$ cat src/rtl/addsub_pkg.sv
// Shared types and default sizing for the chunked add/subtract unit.
// Top: addsub_seq; optional saturation enabled by macro ADDSUB_SAT_EN.
package addsub_pkg;

  typedef enum logic [1:0] {
    IDLE = 2'd0,
    BUSY = 2'd1,
    DONE = 2'd2
  } state_t;

  localparam int DEF_WIDTH = 32;
  localparam int DEF_CHUNK = 8;

endpackage

$ cat src/rtl/addsub_chunk.sv
// Combinational CHUNK-bit adder slice with carry into and out of its MSB.
// Used once by addsub_seq; the carry into the MSB feeds overflow detection.
module addsub_chunk #(
  parameter int CHUNK = 8
) (
  input  logic [CHUNK-1:0] a,
  input  logic [CHUNK-1:0] b,
  input  logic             cin,
  output logic [CHUNK-1:0] sum,
  output logic             cout,
  output logic             cmsb
);

  logic [CHUNK:0] full;

  always_comb begin
    full = {1'b0, a} + {1'b0, b} + {{CHUNK{1'b0}}, cin};
    sum  = full[CHUNK-1:0];
    cout = full[CHUNK];
    // sum_msb = a ^ b ^ carry_in, so the carry in falls out directly
    cmsb = a[CHUNK-1] ^ b[CHUNK-1] ^ full[CHUNK-1];
  end

endmodule

$ cat src/rtl/addsub_seq.sv
// Multi-cycle two's complement add/subtract, CHUNK bits per clock.
// Define ADDSUB_SAT_EN to add the sat input (signed saturation on overflow).
module addsub_seq
  import addsub_pkg::*;
#(
  parameter int WIDTH = DEF_WIDTH,
  parameter int CHUNK = DEF_CHUNK
) (
  input  logic             clk,
  input  logic             rst,
  input  logic             in_valid,
  output logic             in_ready,
  input  logic [WIDTH-1:0] a,
  input  logic [WIDTH-1:0] b,
  input  logic             sub,
`ifdef ADDSUB_SAT_EN
  input  logic             sat,
`endif
  output logic             out_valid,
  input  logic             out_ready,
  output logic [WIDTH-1:0] ans,
  output logic             cout,
  output logic             v,
  output logic             zero,
  output logic             neg
);

  localparam int NCHUNK = WIDTH / CHUNK;
  localparam int IW = (NCHUNK > 1) ? $clog2(NCHUNK) : 1;
  localparam logic [IW-1:0] LAST = IW'(NCHUNK - 1);

  localparam logic [WIDTH-1:0] SAT_POS =
    {1'b0, {(WIDTH-1){1'b1}}};
  localparam logic [WIDTH-1:0] SAT_NEG =
    {1'b1, {(WIDTH-1){1'b0}}};

  state_t state;
  state_t state_n;

  logic [WIDTH-1:0] a_q;
  logic [WIDTH-1:0] b_q;
  logic [WIDTH-1:0] ans_n;
  logic             sub_q;
  logic             carry;
  logic [IW-1:0]    idx;

  logic [CHUNK-1:0] ca;
  logic [CHUNK-1:0] cb;
  logic [CHUNK-1:0] csum;
  logic             cco;
  logic             cmsb;
  logic             accept;
  logic             last;
  logic             ovf;

`ifdef ADDSUB_SAT_EN
  logic sat_q;
`else
  logic sat_q;
  assign sat_q = 1'b0;
`endif

  assign accept    = (state == IDLE) && in_valid;
  assign last      = (state == BUSY) && (idx == LAST);
  assign in_ready  = (state == IDLE);
  assign out_valid = (state == DONE);
  assign zero      = (ans == '0);
  assign neg       = ans[WIDTH-1];
  assign ovf       = cco ^ cmsb;

  // Select the active chunk; subtraction inverts b and seeds carry = 1
  always_comb begin
    ca = '0;
    cb = '0;
    for (int k = 0; k < NCHUNK; k++) begin
      if (idx == IW'(k)) begin
        ca = a_q[k*CHUNK +: CHUNK];
        cb = b_q[k*CHUNK +: CHUNK];
      end
    end
    cb = cb ^ {CHUNK{sub_q}};
  end

  addsub_chunk #(
    .CHUNK (CHUNK)
  ) u_chunk (
    .a    (ca),
    .b    (cb),
    .cin  (carry),
    .sum  (csum),
    .cout (cco),
    .cmsb (cmsb)
  );

  // Saturation replaces the whole word on the DONE entry edge
  always_comb begin
    ans_n = ans;
    for (int k = 0; k < NCHUNK; k++) begin
      if (idx == IW'(k)) begin
        ans_n[k*CHUNK +: CHUNK] = csum;
      end
    end
    if (last && sat_q && ovf) begin
      ans_n = csum[CHUNK-1] ? SAT_POS : SAT_NEG;
    end
  end

  always_ff @(posedge clk) begin
    if (rst) begin
      state <= IDLE;
    end else begin
      state <= state_n;
    end
  end

  always_comb begin
    state_n = state;
    unique case (state)
      IDLE: if (in_valid) state_n = BUSY;
      BUSY: if (idx == LAST) state_n = DONE;
      DONE: if (out_ready) state_n = IDLE;
      default: state_n = IDLE;
    endcase
  end

  always_ff @(posedge clk) begin
    if (rst) begin
      a_q   <= '0;
      b_q   <= '0;
      sub_q <= 1'b0;
      carry <= 1'b0;
      idx   <= '0;
      ans   <= '0;
      cout  <= 1'b0;
      v     <= 1'b0;
    end else if (accept) begin
      a_q   <= a;
      b_q   <= b;
      sub_q <= sub;
      carry <= sub;
      idx   <= '0;
    end else if (state == BUSY) begin
      ans   <= ans_n;
      carry <= cco;
      idx   <= last ? '0 : idx + 1'b1;
      if (last) begin
        cout <= cco;
        v    <= ovf;
      end
    end
  end

`ifdef ADDSUB_SAT_EN
  always_ff @(posedge clk) begin
    if (rst) begin
      sat_q <= 1'b0;
    end else if (accept) begin
      sat_q <= sat;
    end
  end
`endif

endmodule

$ cat config.mk
export PLATFORM = sky130hd
export DESIGN_NAME = addsub_seq
export DESIGN_NICKNAME = d
export VERILOG_FILES = /design/src/rtl/addsub_pkg.sv /design/src/rtl/addsub_chunk.sv /design/src/rtl/addsub_seq.sv
export SDC_FILE = /design/constraint.sdc
export NUM_CORES = 1
export LEC_CHECK = 0
export CAP_MARGIN = 10
export CORE_MARGIN = 8
export CORE_UTILIZATION = 54
export DETAILED_ROUTE_END_ITERATION = 12
export PLACE_DENSITY = 0.86
export SYNTH_ARGS = -nofsm -noshare
export SYNTH_HDL_FRONTEND = slang
export SYNTH_SLANG_ARGS = --single-unit
$ cat constraint.sdc
create_clock -name clk -period 6 [get_ports clk]
set_input_delay 1.2 -clock clk [delete_from_list [all_inputs] [get_ports clk]]
set_output_delay 1.2 -clock clk [all_outputs]
set_load 0.02 [all_outputs]
Word-level counts from Yosys, hierarchy flattened
Cells that the tools add are included.
Operators by class
  add/sub/neg operators: 3
  equality and inequality tests: 8
  muxes and demuxes: 15
  bitwise gates (word level): 5
  reduce and logical (&&, ||, !) cells: 13
Operators with widths (number)
  $mux W8: 8
  $logic_not A32 Y1: 1
  $reduce_and A3 Y1: 6
  $add A8 B8 Y9: 1
  $add A9 B1 Y9: 1
  $mux W2: 4
  $xor A8 B8 Y8: 1
  $eq A2 B2 Y1 const B: 3
  $pmux W2 S3: 1
  $eq A2 B1 Y1 const B: 2
  $logic_not A2 Y1: 2
  $ne A2 B1 Y1 const B: 2
  $xor A1 B1 Y1: 3
  $add A2 B1 Y2 const B: 1
  $logic_and A1 B1 Y1: 2
  $mux W1: 2
  $ne A2 B2 Y1 const B: 1
  $reduce_bool A2 Y1: 1
  $reduce_or A2 Y1: 1
  $not A1 Y1: 1
Word-level totals
  register bits after elaboration: 104
  input bits: 69
  output and inout port bits: 38

Logic depth before layout (Yosys ltp)
Gate-level depths: netlist (run 1).
  depth after elaboration: 10
  gate-level depth with buffers: 17
  gate-level depth less buffers: 15

By module
From an unflattened synthesis (run 1), not the netlist that was laid out.
Second synthesis, totals
  cell total of the unflattened synthesis: 617
  area total of the unflattened synthesis: 4828.4 um2
By module, submodules not included
  addsub_seq: times used 1, cells each 574, area an instance 4483.0 um2, sequential area each 2082.0 um2
  addsub_chunk: times used 1, cells each 43, area an instance 345.3 um2, sequential area each 0.0 um2

Worst setup path before layout (run 1)
No wires, ideal clock.
  path type: flip-flop to flip-flop
  from: register idx[0]
  to: register v
  arrival time: 2.743 ns
  data required time: 5.877 ns
  slack: 3.135 ns
  cell stages (with the launch flop): 16
  path buffers: 2
  cells stage by stage: dfxtp_1 > inv_1 > ha_1 > clkbuf_1 > buf_2 > a21oi_1 > a22oi_1 > xor2_1 > fa_1 > inv_1 > fa_1 > nand3_1 > a211oi_1 > nor2_1 > a2111oi_2 > a311o_2
Between the ends
  word-level cells in the longest chain between the ends: 10
RTL lines
  start, declared: line addsub_seq.sv:45  | logic [IW-1:0] idx;
  start signal, assigned: line addsub_seq.sv:145  | idx <= last ? '0 : idx + 1'b1;
  $logic_not A2 Y1: line addsub_seq.sv:76  | if (idx == IW'(k)) begin
  $mux W8 (4 in series): line addsub_seq.sv:76
  $xor A8 B8 Y8: line addsub_seq.sv:81  | cb = cb ^ {CHUNK{sub_q}};
  $add A8 B8 Y9: line addsub_chunk.sv:17  | full = {1'b0, a} + {1'b0, b} + {{CHUNK{1'b0}}, cin};
  $add A9 B1 Y9: line addsub_chunk.sv:17
  $xor A1 B1 Y1: line addsub_chunk.sv:21  | cmsb = a[CHUNK-1] ^ b[CHUNK-1] ^ full[CHUNK-1];
  $xor A1 B1 Y1: line addsub_seq.sv:69  | assign ovf = cco ^ cmsb;
  end signal, assigned: line addsub_seq.sv:148  | v <= ovf;
  end, declared: line addsub_seq.sv:23  | output logic v,
Several ways; a longest one is shown, not always the timed one.
A chain may end at the register's enable or synchronous reset.

Worst setup path in the final report (run 1)
  from: register idx[0]
  to: register ans[30]
Between the ends
  word-level cells in the longest chain between the ends: 8
RTL lines
  $logic_not A2 Y1: line addsub_seq.sv:76
  $mux W8 (4 in series): line addsub_seq.sv:76
  $xor A8 B8 Y8: line addsub_seq.sv:81
  $add A8 B8 Y9: line addsub_chunk.sv:17
  $add A9 B1 Y9: line addsub_chunk.sv:17
  end signal, assigned: line addsub_seq.sv:143  | ans <= ans_n;
  end, declared: line addsub_seq.sv:21  | output logic [WIDTH-1:0] ans,
Several ways; a longest one is shown, not always the timed one.

==> impl_results.md, run 1 <==
* Resized Gates After CTS at 0
* Seq cells post-synth at roughly 100
* Net load switching power at ~420 uW
* Hold crit path type: reg -> reg
* Synthesis-to-finish area growth at 24.5%
* Clock power share at 0.287
* Initial antenna violation count at 0
* Clock Sink Count at between 100 and 150
* FFs w/ async S/R, synth at 0
* Crit path DAT at 3940 ps
* Tmin final at around 3700 ps
* Worst setup SP type: register
* Clock Path Buffers at 2
* Clk_lat worst skew at around 360 ps
* Gate Count Post-Synth at 619
* First-pass GRT wire length at 19.4 mm
* Sw Ratio at 0.294
* Hold_buf cts at 0
* Chip width at 110 um
* Most area-consuming cells after synthesis: dfxtp_1, nand2_1, a21oi_1, nand3b_1, ha_1
* PortBufs at 106
* Vias per cell at 5.43
* Combinational power share at 0.195
* Clock root cell: clkbuf_8
* FP Rows at 34
* Share of the synthesized area in the top cell type at 0.436
* Syn nets at 701
* LEAKAGE at 0.00210 uW
* Fin worst setup slack at 2260 ps
* Yosys warns at 0
* Final-report max-slew violation count at 0
* Detailed Route WL at 12.2 mm
* Final hold vios at 0
* Share of cells above drive strength 1 at 0.0375
* Via Count at 4350
* Initial DRT Pass Iterations at 5
* Maxcap violations at 0
* # fillers at a little over 700
* PD cells at roughly 240 nW/um2
* Reg clk slew, reported paths at 100 ps
* Fin crit share at 0.623
* Largest net degree at the start of global routing at 117
* Vias in the first global route at ~4100
* CP Max Fanout at 34
* CTS tree: done
* CP Capture Type: register
* DRT iter0 DRCs at 277
* Part of the Yosys area used for sequential elements at 0.436
* Number of synthesized flops with an enable pin at 0
* Nets at 770
* Cell taking the most area after synthesis: dfxtp_1
* Final setup TNS at 0 ps
* Die area at 12100 um2
* RSZ-0062 raised after global routing: false
* Fmax at 268 MHz
* Pre-CTS WS at 2350 ps
* Setup Crit Path Kind: reg -> reg
* Least-Margin Pin Slew at roughly 1100 ps
* Total gr overflow at 0
* Wire per inst at 15.2 um
* # setup viols final at 0
* GRT Total Usage at 0.199
* Antenna viol nets, final at 0
* Final Skew at 10.3 ps
* Die H at 110 um
* DRC viols at 0
* Crit path required time at 6200 ps
* Yosys cell types at 38
* Synthesized cell area at roughly 4800 um2
* Slew HR at 0.248
* Core area at 8640 um2
* VDD IR-drop max at 0.137 mV
* Flop pwr share at 0.518
* Gp weighted congestion at 0.826
* Post-CTS setup buffers at 0
* Synth Area per Inst at 7.71 um2
* Hpwl dp at 9.06 mm
* Diode count at 0
* CTS buffer count at 9
* Top FF cell, synth: dfxtp_1
* Status: finished, final reports clean
* Initial core utilization at 0.553
* Int Pwr at ~1000 uW
* H-tree depth at 3
* I/O Pins at 107
synthesized netlist by cell type (3+ instances only):
master,n
o21ai_0,16
nand3_1,5
a21oi_1,115
nor2_1,20
and2_1,6
inv_1,13
nand2_1,177
xnor2_1,11
a22oi_1,8
o311ai_0,4
nand3b_1,20
buf_2,19
buf_4,7
dfxtp_1,104
ha_1,11
a211oi_1,14
nand2b_1,6
a21o_1,3
nor4_1,8
clkbuf_1,22
o31ai_1,8
flip-flops by register name, summed over array words and instances (netlist names):
register,flops
a_q,32
ans,32
b_q,32
carry,1
cout,1
idx,2
state,2
sub_q,1
v,1
routing by layer:
metal | GRT usage | vias up | part of all wire | routed length (um)
met3 | 0.0349 | 18 | 0.065 | 791
met4 | 0.0733 | 0 | 0.023 | 276
met2 | 0.347 | 144 | 0.48 | 5910
met1 | 0.240 | 1951 | 0.43 | 5230
li1 | - | 2237 | - | -
met5 | 0 | - | 0 | 0
final cells by class:
type	count	area [um2]	share of cell area
clock inverter	6	50.0	0.00842
multi-input combinational	453	2410	0.406
timing repair buffer	107	1080	0.181
tap	108	135	0.0227
sequential	104	2080	0.350
inverter	13	48.8	0.00821
clock buffer	10	138	0.0232
stage by stage:
step	power, uW	hold WS, ps	instances	instance area (um2)	utilization
finish	1440	458	801	5940	0.688
global route	1510	475	801	5940	0.688
CTS	1450	461	800	5920	0.686
detailed placement	1040	448	784	5740	0.664
global placement	1030	443	784	5740	0.664
floorplan	934	436	619	4770	-
cells by family (layout without fill, tap and decap cells):
group | after synthesis | after routing | synth area share
buf+inv | 62 | 136 | 0.0592
xor+xnor | 13 | 13 | 0.0239
flops | 104 | 104 | 0.436
fa+ha+maj | 13 | 13 | 0.0372
compound gates | 174 | 174 | 0.208
mux | 1 | 1 | 0.00210
simple gates | 252 | 252 | 0.233
critical path, cell delays in order, from the launching register on:
cell,delay [ps]
dfxtp_1,340
inv_1,120
ha_1,920
a21oi_1,60
o21ai_0,130
a22oi_1,100
xor2_1,200
fa_1,400
inv_1,90
fa_1,210
nand3_1,110
and2_1,180
o21ai_1,440
o311ai_0,260
path summary, 6_finish.rpt:
check           from  cells past startpoint  slack (ps)      end
max           idx[0]                     13        2260  ans[30]
min          b_q[16]                      2         460  b_q[16]
max reg2reg   idx[0]                     13        2260  ans[30]
min reg2reg  b_q[16]                      2         460  b_q[16]
placed cells by master (no fill, tap or decap), drive strengths merged, types with 4 or more instances in the layout:
| cell type | instances |
|---|---|
| nand2 | 177 |
| a21oi | 116 |
| clkdlybuf4s50 | 105 |
| dfxtp | 104 |
| nor2 | 21 |
| nand3b | 20 |
| o21ai | 17 |
| inv | 17 |
| a211oi | 14 |
| xnor2 | 11 |
| ha | 11 |
| clkbuf | 10 |
| a22oi | 8 |
| nor4 | 8 |
| o31ai | 8 |
| nand2b | 6 |
| and2 | 6 |
| nand3 | 5 |
| o311ai | 4 |
power groups by stage:
| stage | combinational [uW] | clock (uW) | sequential, uW |
|---|---|---|---|
| after floorplan | 170 | 0 | 764 |
| after global placement | 272 | 0 | 762 |
| after detailed placement | 278 | 0 | 763 |
| after CTS | 279 | 419 | 748 |
| after global routing | 308 | 448 | 752 |
| final | 281 | 414 | 748 |
Power figures use the tool's default switching activity.
==> inputs of run 2 (changes only) <==
--- a/config.mk
+++ b/config.mk
@@ -7,9 +7,9 @@
 export LEC_CHECK = 0
 export CAP_MARGIN = 10
 export CORE_MARGIN = 8
-export CORE_UTILIZATION = 54
+export CORE_UTILIZATION = 46
 export DETAILED_ROUTE_END_ITERATION = 12
-export PLACE_DENSITY = 0.86
+export PLACE_DENSITY = 0.78
 export SYNTH_ARGS = -nofsm -noshare
 export SYNTH_HDL_FRONTEND = slang
 export SYNTH_SLANG_ARGS = --single-unit
==> constraint.sdc (replaced) <==
create_clock -name clk -period 3 [get_ports clk]
set_input_delay 0.6 -clock clk [delete_from_list [all_inputs] [get_ports clk]]
set_output_delay 0.6 -clock clk [all_outputs]
set_load 0.02 [all_outputs]
==> impl_results.md, run 2 (synthesis results as in run 1) <==
* Status: finished, violations left
* Violated checks: setup timing
* # fillers at 886
* FP Rows at 37
* Reg clk slew, reported paths at 100 ps
* CTS tree: done
* Worst r2r src: idx[0]
* Fin worst setup slack at -50.6 ps
* LEAKAGE at 0.00226 uW
* Die area at 13900 um2
* Least-Margin Pin Slew at 706 ps
* R2R depth at 13
* R2r endpoint: v
* Gp weighted congestion at 0.882
* PortBufs at around 110
* Initial DRT Pass Iterations at 7
* Fin crit share at 1.02
* Final hold vios at 0
* Total gr overflow at 0
* Commonest non-fill, non-tap cells in the layout: nand2_1, a21oi_1, clkdlybuf4s50_1
* I/O Pins at around 110
* WHS Path Cells at 2
* Clock root cell: clkbuf_8
* DRC viols at 0
* Final core utilization at 0.628
* First-pass GRT wire length at 21.3 mm
* Initial antenna violation count at 0
* Fmax at 328 MHz
* PD cells at 486 nW/um2
* Antenna viol nets, final at 0
* Cell area after layout at between 6000 and 7000 um2
* Hold Crit Endpoint: b_q[17]
* Setup Crit Path Kind: reg -> reg
* VDD IR-drop max at about 0.26 mV
* Vias per cell at 5.44
* Hold_buf cts at 0
* Final Skew at approximately 11 ps
* Maxcap violations at 0
* Crit path required time at 3270 ps
* RSZ-0062 raised after global routing: true
* CP Max Fanout at 7
* Dpl cell area at 5900 um2
* GRT Total Usage at 0.183
* CP Launch Point: idx[0]
* Detailed Route WL at 13.5 mm
* DRT iter0 DRCs at 293
* Commonest non-fill, non-tap cell in the layout: nand2_1
* Final-report max-slew violation count at 0
* # setup viols final at 1
* Initial core utilization at 0.469
* Clock Sink Count at about 100
* Top Registers: a_q: 32 flops, ans: 32 flops, b_q: 32 flops
* Hpwl dp at 9.80 mm
* Core area at between 10000 and 15000 um2
* Chip width at 118 um
* Largest net degree at the start of global routing at 76
* Setup slack, reg-to-reg at -50 ps
* Synthesis-to-finish area growth at 34.0%
* Clk_lat worst skew at 380 ps
* CP Capture Type: register
* Diode count at 0
* Clock Path Buffers at 2
* Hold path startpoint: b_q[17]
* Slew HR at 0.529
* Via Count at 4628
* Nets at a little under 800
* Crit path DAT at 3320 ps
* Share of cells above drive strength 1 at 0.110
* Tmin final at 3050 ps
* Wire per inst at around 16 um
* Hold crit path type: reg -> reg
* CTS buffer count at 9
* Worst setup SP type: register
* H-tree depth at 3
* Vias in the first global route at 4501
* Die H at 118 um
[run 2: cell count changes in the layout (fill, tap and decap cells not counted), sizes merged]
cell	delta
buf	+22
clkinv	-1
bufinv	+2
clkinvlp	+3
inv	-4
[run 2: final cells by class]
class | count | area, um2 | share of cell area
clock buffer | 10 | 128 | 0.0199
tap | 136 | 170 | 0.0266
timing repair buffer | 129 | 1260 | 0.197
multi-input combinational | 453 | 2610 | 0.408
inverter | 13 | 52.6 | 0.00821
sequential | 104 | 2090 | 0.326
clock inverter | 6 | 91.3 | 0.0143
[run 2: metal layers]
metal	vias up	GRT usage	part of all wire	routed length (um)
li1	2274	-	-	-
met1	2129	0.217	0.43	5760
met2	184	0.300	0.47	6390
met3	41	0.0518	0.067	902
met4	0	0.0881	0.035	480
met5	-	0	0	0
[run 2: worst max path at each step]
stage | to | slack [ps]
CTS | ans[22] | 30
finish | v | -50
detailed placement | v | -30
global placement | v | 110
floorplan | v | 130
global route | v | -220
[run 2: repair_timing]
item | in CTS | in global routing
buffers inserted | 1 | 8
pin swaps | 1 | 12
endpoints found under the setup margin | 5 | 25
gates resized for setup | 6 | 41
[run 2: stage by stage]
step / cells / TNS, ps / hold WS (ps) / worst slack, ps / power [uW]
final: 851 / -50.6 / 460 / -50.6 / 3110
after global routing: 851 / -1490 / 480 / -224 / 3240
after CTS: 843 / 0 / 462 / 31.5 / 3040
after detailed placement: 826 / -79.3 / 450 / -29.7 / 2110
after global placement: 826 / 0 / 445 / 113 / 2090
after floorplan: 619 / 0 / 436 / 135 / 1870
[run 2: critical path: stages, from the launching register on]
cell	delay, ps
dfxtp_4	400
clkinvlp_4	150
ha_4	210
buf_4	160
nand3b_1	80
a21oi_1	70
a21oi_1	220
o21ai_0	140
ha_1	400
a21oi_1	320
o21ai_0	180
nor2_2	210
a2111oi_2	80
a311o_2	330
[run 2: where the power goes]
part	leakage (uW)	switching, uW	internal [uW]
sequential	0.000851	46.8	1450
clock	0.0000991	485	473
combinational	0.00131	355	299
total	0.00226	887	2220
==> patch 1, RTL diff (flow settings as in run 2) <==
Re-encode `state_t` (3 states) as one-hot, 3 bits wide.
--- a/src/rtl/addsub_pkg.sv
+++ b/src/rtl/addsub_pkg.sv
@@ -3,8 +3,8 @@
 package addsub_pkg;
 
-  typedef enum logic [1:0] {
-    IDLE = 2'd0,
-    BUSY = 2'd1,
-    DONE = 2'd2
+  typedef enum logic [2:0] {
+    IDLE = 3'b001,
+    BUSY = 3'b010,
+    DONE = 3'b100
   } state_t;
 
Formal check against the unedited RTL: same outputs for any inputs over 10 cycles, from zero or initial values and one cycle with rst high; not proved beyond that.
==> patch 1 against run 2 <==
Global-route usage grew 0.27 points. Sequential cell count up 1. Total power down 11%. The run still ends with setup timing left. Setup slack gained 0.034 ns. Area after synthesis grew 1.0%. Critical endpoint is now ans[22]$_SDFFE_PP0P_. Cell area is 1.1% lower. Core utilization shrank 1.2 points. Routed wire length down 1.3%. Non-clock buffer count is 2 higher. Largest cell class unchanged.
==> patch 1: results (changes against run 2) <==
\begin{tabular}{lr}
\hline
Metric & Value \\
\hline
\multicolumn{2}{l}{\textbf{Timing}} \\
Measured slew at the worst slew-check pin & 0.671 ns (-0.0355 ns) \\
Post-route clock skew & 0.0152 ns (+0.00471 ns) \\
Final setup violating endpoints & 3 (+2) \\
Smallest setup slack after layout & -0.0167 ns (+0.0339 ns) \\
\multicolumn{2}{l}{\textbf{Logic synthesis}} \\
Xor-xnor portion of the synthesized cell area & 2.36\% (-0.025 points) \\
Area contributors post-synth & sky130\_fd\_sc\_hd\_\_dfxtp\_1 44\%, sky130\_fd\_sc\_hd\_\_nand2\_1 14\%, sky130\_fd\_sc\_hd\_\_a21oi\_1 12\%, sky130\_fd\_sc\_hd\_\_ha\_1 2.9\%, sky130\_fd\_sc\_hd\_\_a211oi\_1 2.2\% \\
Compound-gate portion of the synthesized area & 21.1\% (+0.25 points) \\
Top cells by instance count after synthesis & 179 x sky130\_fd\_sc\_hd\_\_nand2\_1, 117 x sky130\_fd\_sc\_hd\_\_a21oi\_1, 105 x sky130\_fd\_sc\_hd\_\_dfxtp\_1, 24 x sky130\_fd\_sc\_hd\_\_clkbuf\_1, 24 x sky130\_fd\_sc\_hd\_\_nor2\_1 \\
Share of the yosys chip area belonging to registers & 43.6\% (about the same) \\
Share of cell area taken by muxes after synthesis & 0\% (-0.21 points) \\
Post-Synthesis Net Count & 710 (+1.3\%) \\
\multicolumn{2}{l}{\textbf{Place}} \\
Worst-case setup slack after placement & -0.0618 ns (-0.0322 ns) \\
Detailed placer's ending HPWL & 10100 µm (+2.9\%) \\
Routability cong. & 0.890 (+0.92\%) \\
\multicolumn{2}{l}{\textbf{Final layout}} \\
Final layout net count & 804 (+1.5\%) \\
Share of final-layout standard cells stronger than drive strength 1 & 9.35\% (-1.7 points) \\
\multicolumn{2}{l}{\textbf{Status}} \\
Failing checks & setup timing \\
Result of the run & finished, violations left \\
\multicolumn{2}{l}{\textbf{Detailed routing}} \\
Final wirelength & 13400 µm (-1.3\%) \\
Via density per instance & 5.41 (-0.56\%) \\
DR iter-0 viols & 328 (+12\%) \\
\multicolumn{2}{l}{\textbf{Global routing}} \\
Global-route wire length before repair & 21900 µm (+3.1\%) \\
Overall track demand over capacity in global routing & 18.6\% (+0.27 points) \\
\multicolumn{2}{l}{\textbf{Pwr}} \\
Switching portion of total power & 28.3\% (-0.25 points) \\
\multicolumn{2}{l}{\textbf{Setup path}} \\
Arrival time of data at the critical path endpoint & 3.28 ns (-0.04 ns) \\
\hline
\end{tabular}
==> patch 1: worst max-delay path, stage by stage (launching register included) <==
cell                      delay (ns)
sky130_fd_sc_hd__dfxtp_4        0.37
sky130_fd_sc_hd__buf_12         0.12
sky130_fd_sc_hd__ha_4           0.17
sky130_fd_sc_hd__a21oi_2        0.11
sky130_fd_sc_hd__o21ai_1        0.08
sky130_fd_sc_hd__a22oi_1        0.18
sky130_fd_sc_hd__xor2_1         0.13
sky130_fd_sc_hd__fa_2           0.40
sky130_fd_sc_hd__inv_2          0.07
sky130_fd_sc_hd__fa_2           0.20
sky130_fd_sc_hd__a21o_1         0.13
sky130_fd_sc_hd__a21oi_2        0.07
sky130_fd_sc_hd__o21a_2         0.26
sky130_fd_sc_hd__buf_6          0.13
sky130_fd_sc_hd__and4_1         0.18
sky130_fd_sc_hd__a311o_1        0.32
==> patch 1: per-layer routing <==
layer	up-vias	GRT usage, %	wire (µm)
li1	2322	-	-
met1	2160	21.9	5630
met2	161	31.0	6410
met3	24	6.14	984
met4	0	6.96	327
met5	-	0	0
==> patch 1: logic make-up after synthesis <==
| family | count (synthesis) |
|---|---|
| simple gates | 257 |
| flops | 105 |
| fa+ha+maj | 13 |
| xor+xnor | 13 |
| compound gates | 178 |
| buf+inv | 62 |
==> patch 1: repair_timing <==
item | CTS | global route
resized for setup | 3 | 27
setup endpoints to repair | 6 | 23
setup buffers | 0 | 4
pin swaps | 0 | 19
==> patch 1: path summary, 6_finish.rpt <==
path	startpoint	to	cells after the start
min	rst	ans[26]$_SDFFE_PP0P_	2
max reg2reg	idx[1]$_SDFFE_PP0P_	ans[22]$_SDFFE_PP0P_	15
max	idx[1]$_SDFFE_PP0P_	ans[22]$_SDFFE_PP0P_	15
min reg2reg	b_q[1]$_SDFFE_PP0P_	b_q[1]$_SDFFE_PP0P_	2
==> patch 1: power groups by stage <==
stage                     clock [mW]  combinational, mW  sequential, mW
after floorplan                    0              0.288            1.52
after global placement             0              0.464            1.53
after detailed placement           0              0.478            1.53
after CTS                      0.780              0.480            1.50
after global routing           0.839              0.552            1.51
final                          0.778              0.505            1.50
==> patch 1: area by class of cell <==
| cell class | instances | area [µm²] |
|---|---|---|
| repair buffers | 131 | 1280 |
| well taps | 136 | 170 |
| inverters | 14 | 55.1 |
| clock inverters | 4 | 30.0 |
| clock buffers | 12 | 135 |
| multi-input cells | 461 | 2550 |
| fillers | 909 | 3950 |
| flip-flops and latches | 105 | 2110 |
==> patch 1: stage by stage <==
stage,setup TNS [ns],cells
finish,-0.0291,863
global route,-1.43,863
CTS,0,859
detailed placement,-0.0846,843
global placement,0,843
floorplan,0,628
==> patch 2, RTL diff (flow settings as in run 2) <==
Without the edit above. Set the package constant `DEF_CHUNK` to 16 (it was 8).
--- a/src/rtl/addsub_pkg.sv
+++ b/src/rtl/addsub_pkg.sv
@@ -10,5 +10,5 @@
 
   localparam int DEF_WIDTH = 32;
-  localparam int DEF_CHUNK = 8;
+  localparam int DEF_CHUNK = 16;
 
 endpackage
Function: changed (a bounded check fails within 4 cycles, from zero or initial values and one cycle with rst high).
==> patch 2 against run 2 <==
Worst hold slack worse by 0.0035 ns. Cell area barely moved. Sequential cell count down 1. Die area increased by 4.1%. Total power down 0.52%. Clock skew down 0.0028 ns. Non-clock buffer count fell by 7. Setup slack improved by 0.23 ns. Area after synthesis grew 4.8%. Core utilization down 3.3 points. Routed wire length down 0.19%. Largest power group unchanged.
==> patch 2: results (changes against run 2) <==
\begin{tabular}{lr}
\hline
Metric & Value \\
\hline
\multicolumn{2}{l}{\textbf{Status}} \\
Result of the run & complete, no violations \\
\multicolumn{2}{l}{\textbf{Min path}} \\
Worst hold start & a\_q[1]\$\_SDFFE\_PP0P\_ \\
\multicolumn{2}{l}{\textbf{Place}} \\
Routability cong. & 0.887 (+0.58\%) \\
Detailed placer's ending HPWL & 10300 µm (+5.1\%) \\
\multicolumn{2}{l}{\textbf{Logic synthesis}} \\
Post-Synthesis Net Count & 708 (+1.0\%) \\
Share of the yosys chip area belonging to registers & 41.2\% (-2.4 points) \\
Top cells by instance count after synthesis & 182 x sky130\_fd\_sc\_hd\_\_nand2\_1, 103 x sky130\_fd\_sc\_hd\_\_dfxtp\_1, 99 x sky130\_fd\_sc\_hd\_\_a21oi\_1, 30 x sky130\_fd\_sc\_hd\_\_clkbuf\_1, 24 x sky130\_fd\_sc\_hd\_\_xnor2\_1 \\
Area contributors post-synth & sky130\_fd\_sc\_hd\_\_dfxtp\_1 41\%, sky130\_fd\_sc\_hd\_\_nand2\_1 14\%, sky130\_fd\_sc\_hd\_\_a21oi\_1 9.9\%, sky130\_fd\_sc\_hd\_\_xnor2\_1 4.2\%, sky130\_fd\_sc\_hd\_\_ha\_1 3.8\% \\
\multicolumn{2}{l}{\textbf{Final layout}} \\
Final layout net count & 799 (+0.88\%) \\
Share of final-layout standard cells stronger than drive strength 1 & 8.91\% (-2.1 points) \\
Total of fill cells in the finished design & 1008 (+14\%) \\
\multicolumn{2}{l}{\textbf{Clocking}} \\
Number of setup buffers added after CTS & 0 (-1) \\
\multicolumn{2}{l}{\textbf{Global routing}} \\
Largest net degree at the start of global routing & 67 (-12\%) \\
Vias in the first global route & 4448 (-1.2\%) \\
Overall track demand over capacity in global routing & 18.4\% (+0.040 points) \\
Global-route wire length before repair & 22000 µm (+3.3\%) \\
\multicolumn{2}{l}{\textbf{Detailed routing}} \\
Wirelength per Cell & 15.7 µm (-1.0\%) \\
\multicolumn{2}{l}{\textbf{Pwr}} \\
Leakage power of the design & 2.33 nW (+3.1\%) \\
IR drop worst, VDD & 0.000212 V (-20\%) \\
Sequential fraction of design power & 48.7\% (+0.5 points) \\
Reported net switching power & 0.959 mW (+8.1\%) \\
Combinational cell power & 0.795 mW (+22\%) \\
\multicolumn{2}{l}{\textbf{Setup path}} \\
Arrival time of data at the critical path endpoint & 3.14 ns (-0.18 ns) \\
CP top delay family & simple AND/OR/NAND/NOR gates \\
Critical path's slowest cell & sky130\_fd\_sc\_hd\_\_or4\_1 \\
Capture instance of the worst register-to-register path & ans[28]\$\_SDFFE\_PP0P\_ \\
Critical-path maximum fanout & 4 (-3) \\
\multicolumn{2}{l}{\textbf{Timing}} \\
Worst relative slew slack & 45.8\% (-7.1 points) \\
\hline
\end{tabular}
==> patch 2: cell count changes after synthesis, sizes merged, moves of 6 or more <==
cell / run 2 / this run
o21ai: 17 / 5
mux2: 0 / 15
buf: 27 / 12
o211ai: 1 / 7
a21oi: 116 / 101
xnor2: 11 / 24
clkbuf: 22 / 30
nand3b: 20 / 5
nand2: 177 / 184
mux2i: 1 / 17
inv: 13 / 4
a22oi: 8 / 0
==> patch 2: repair_timing <==
item                                    in CTS  in global routing
endpoints found under the setup margin       0                 10
resized for setup                            0                  8
hold endpoints to repair                     0                  0
==> patch 2: logic make-up (layout without fill, tap and decap cells) <==
| kind of cell | Yosys count | count (layout) | synth area share (%) |
|---|---|---|---|
| DFF | 103 | 103 | 41.2 |
| adders and majority gates | 17 | 17 | 4.55 |
| xor gates and xnor gates | 27 | 27 | 4.73 |
| muxes | 32 | 32 | 6.78 |
| buffers and inverters | 46 | 142 | 4.10 |
| and+or+nand+nor | 255 | 255 | 22.0 |
| AOI/OAI and AO/OA | 142 | 142 | 16.7 |
==> patch 2: cell type report <==
| class | instances | area [µm²] | share of cell area (%) |
|---|---|---|---|
| Sequential cell | 103 | 2070 | 32.3 |
| Clock inverter | 5 | 33.8 | 0.528 |
| Tap cell | 140 | 175 | 2.74 |
| Multi-Input combinational cell | 473 | 2760 | 43.1 |
| Inverter | 4 | 15.0 | 0.235 |
| Clock buffer | 11 | 141 | 2.21 |
| Timing Repair Buffer | 122 | 1210 | 18.9 |
==> patch 2: worst max path at each step <==
| stage | start | endpoint | slack, ns | cells after the start |
|---|---|---|---|---|
| global route | idx$_SDFFE_PP0P_ | ans[28]$_SDFFE_PP0P_ | 0.008 | 11 |
| finish | idx$_SDFFE_PP0P_ | ans[28]$_SDFFE_PP0P_ | 0.18 | 11 |
| floorplan | sub_q$_SDFFE_PP0P_ | ans[15]$_SDFFE_PP0P_ | 0.19 | 10 |
| detailed placement | idx$_SDFFE_PP0P_ | ans[26]$_SDFFE_PP0P_ | 0.09 | 11 |
| global placement | idx$_SDFFE_PP0P_ | v$_SDFFE_PP0P_ | 0.22 | 10 |
| CTS | idx$_SDFFE_PP0P_ | ans[26]$_SDFFE_PP0P_ | 0.06 | 11 |
==> patch 2: routing by layer <==
metal  vias to the layer above  track usage [%]  routed length (µm)
li1                       2304                -                   -
met1                      2116             23.6                6160
met2                       121             29.4                6300
met3                        15             4.85                 823
met4                         0             6.09                 214
met5                         -                0                   0
==> patch 2: through the flow <==
stage | util, % | cells | setup WS, ns | total power [mW]
after floorplan | - | 622 | 0.187 | 2.02
after global placement | 57.4 | 841 | 0.220 | 2.30
after detailed placement | 57.4 | 841 | 0.0896 | 2.32
after CTS | 59.1 | 857 | 0.0598 | 3.10
after global routing | 59.5 | 858 | 0.00773 | 3.26
final | 59.5 | 858 | 0.176 | 3.09
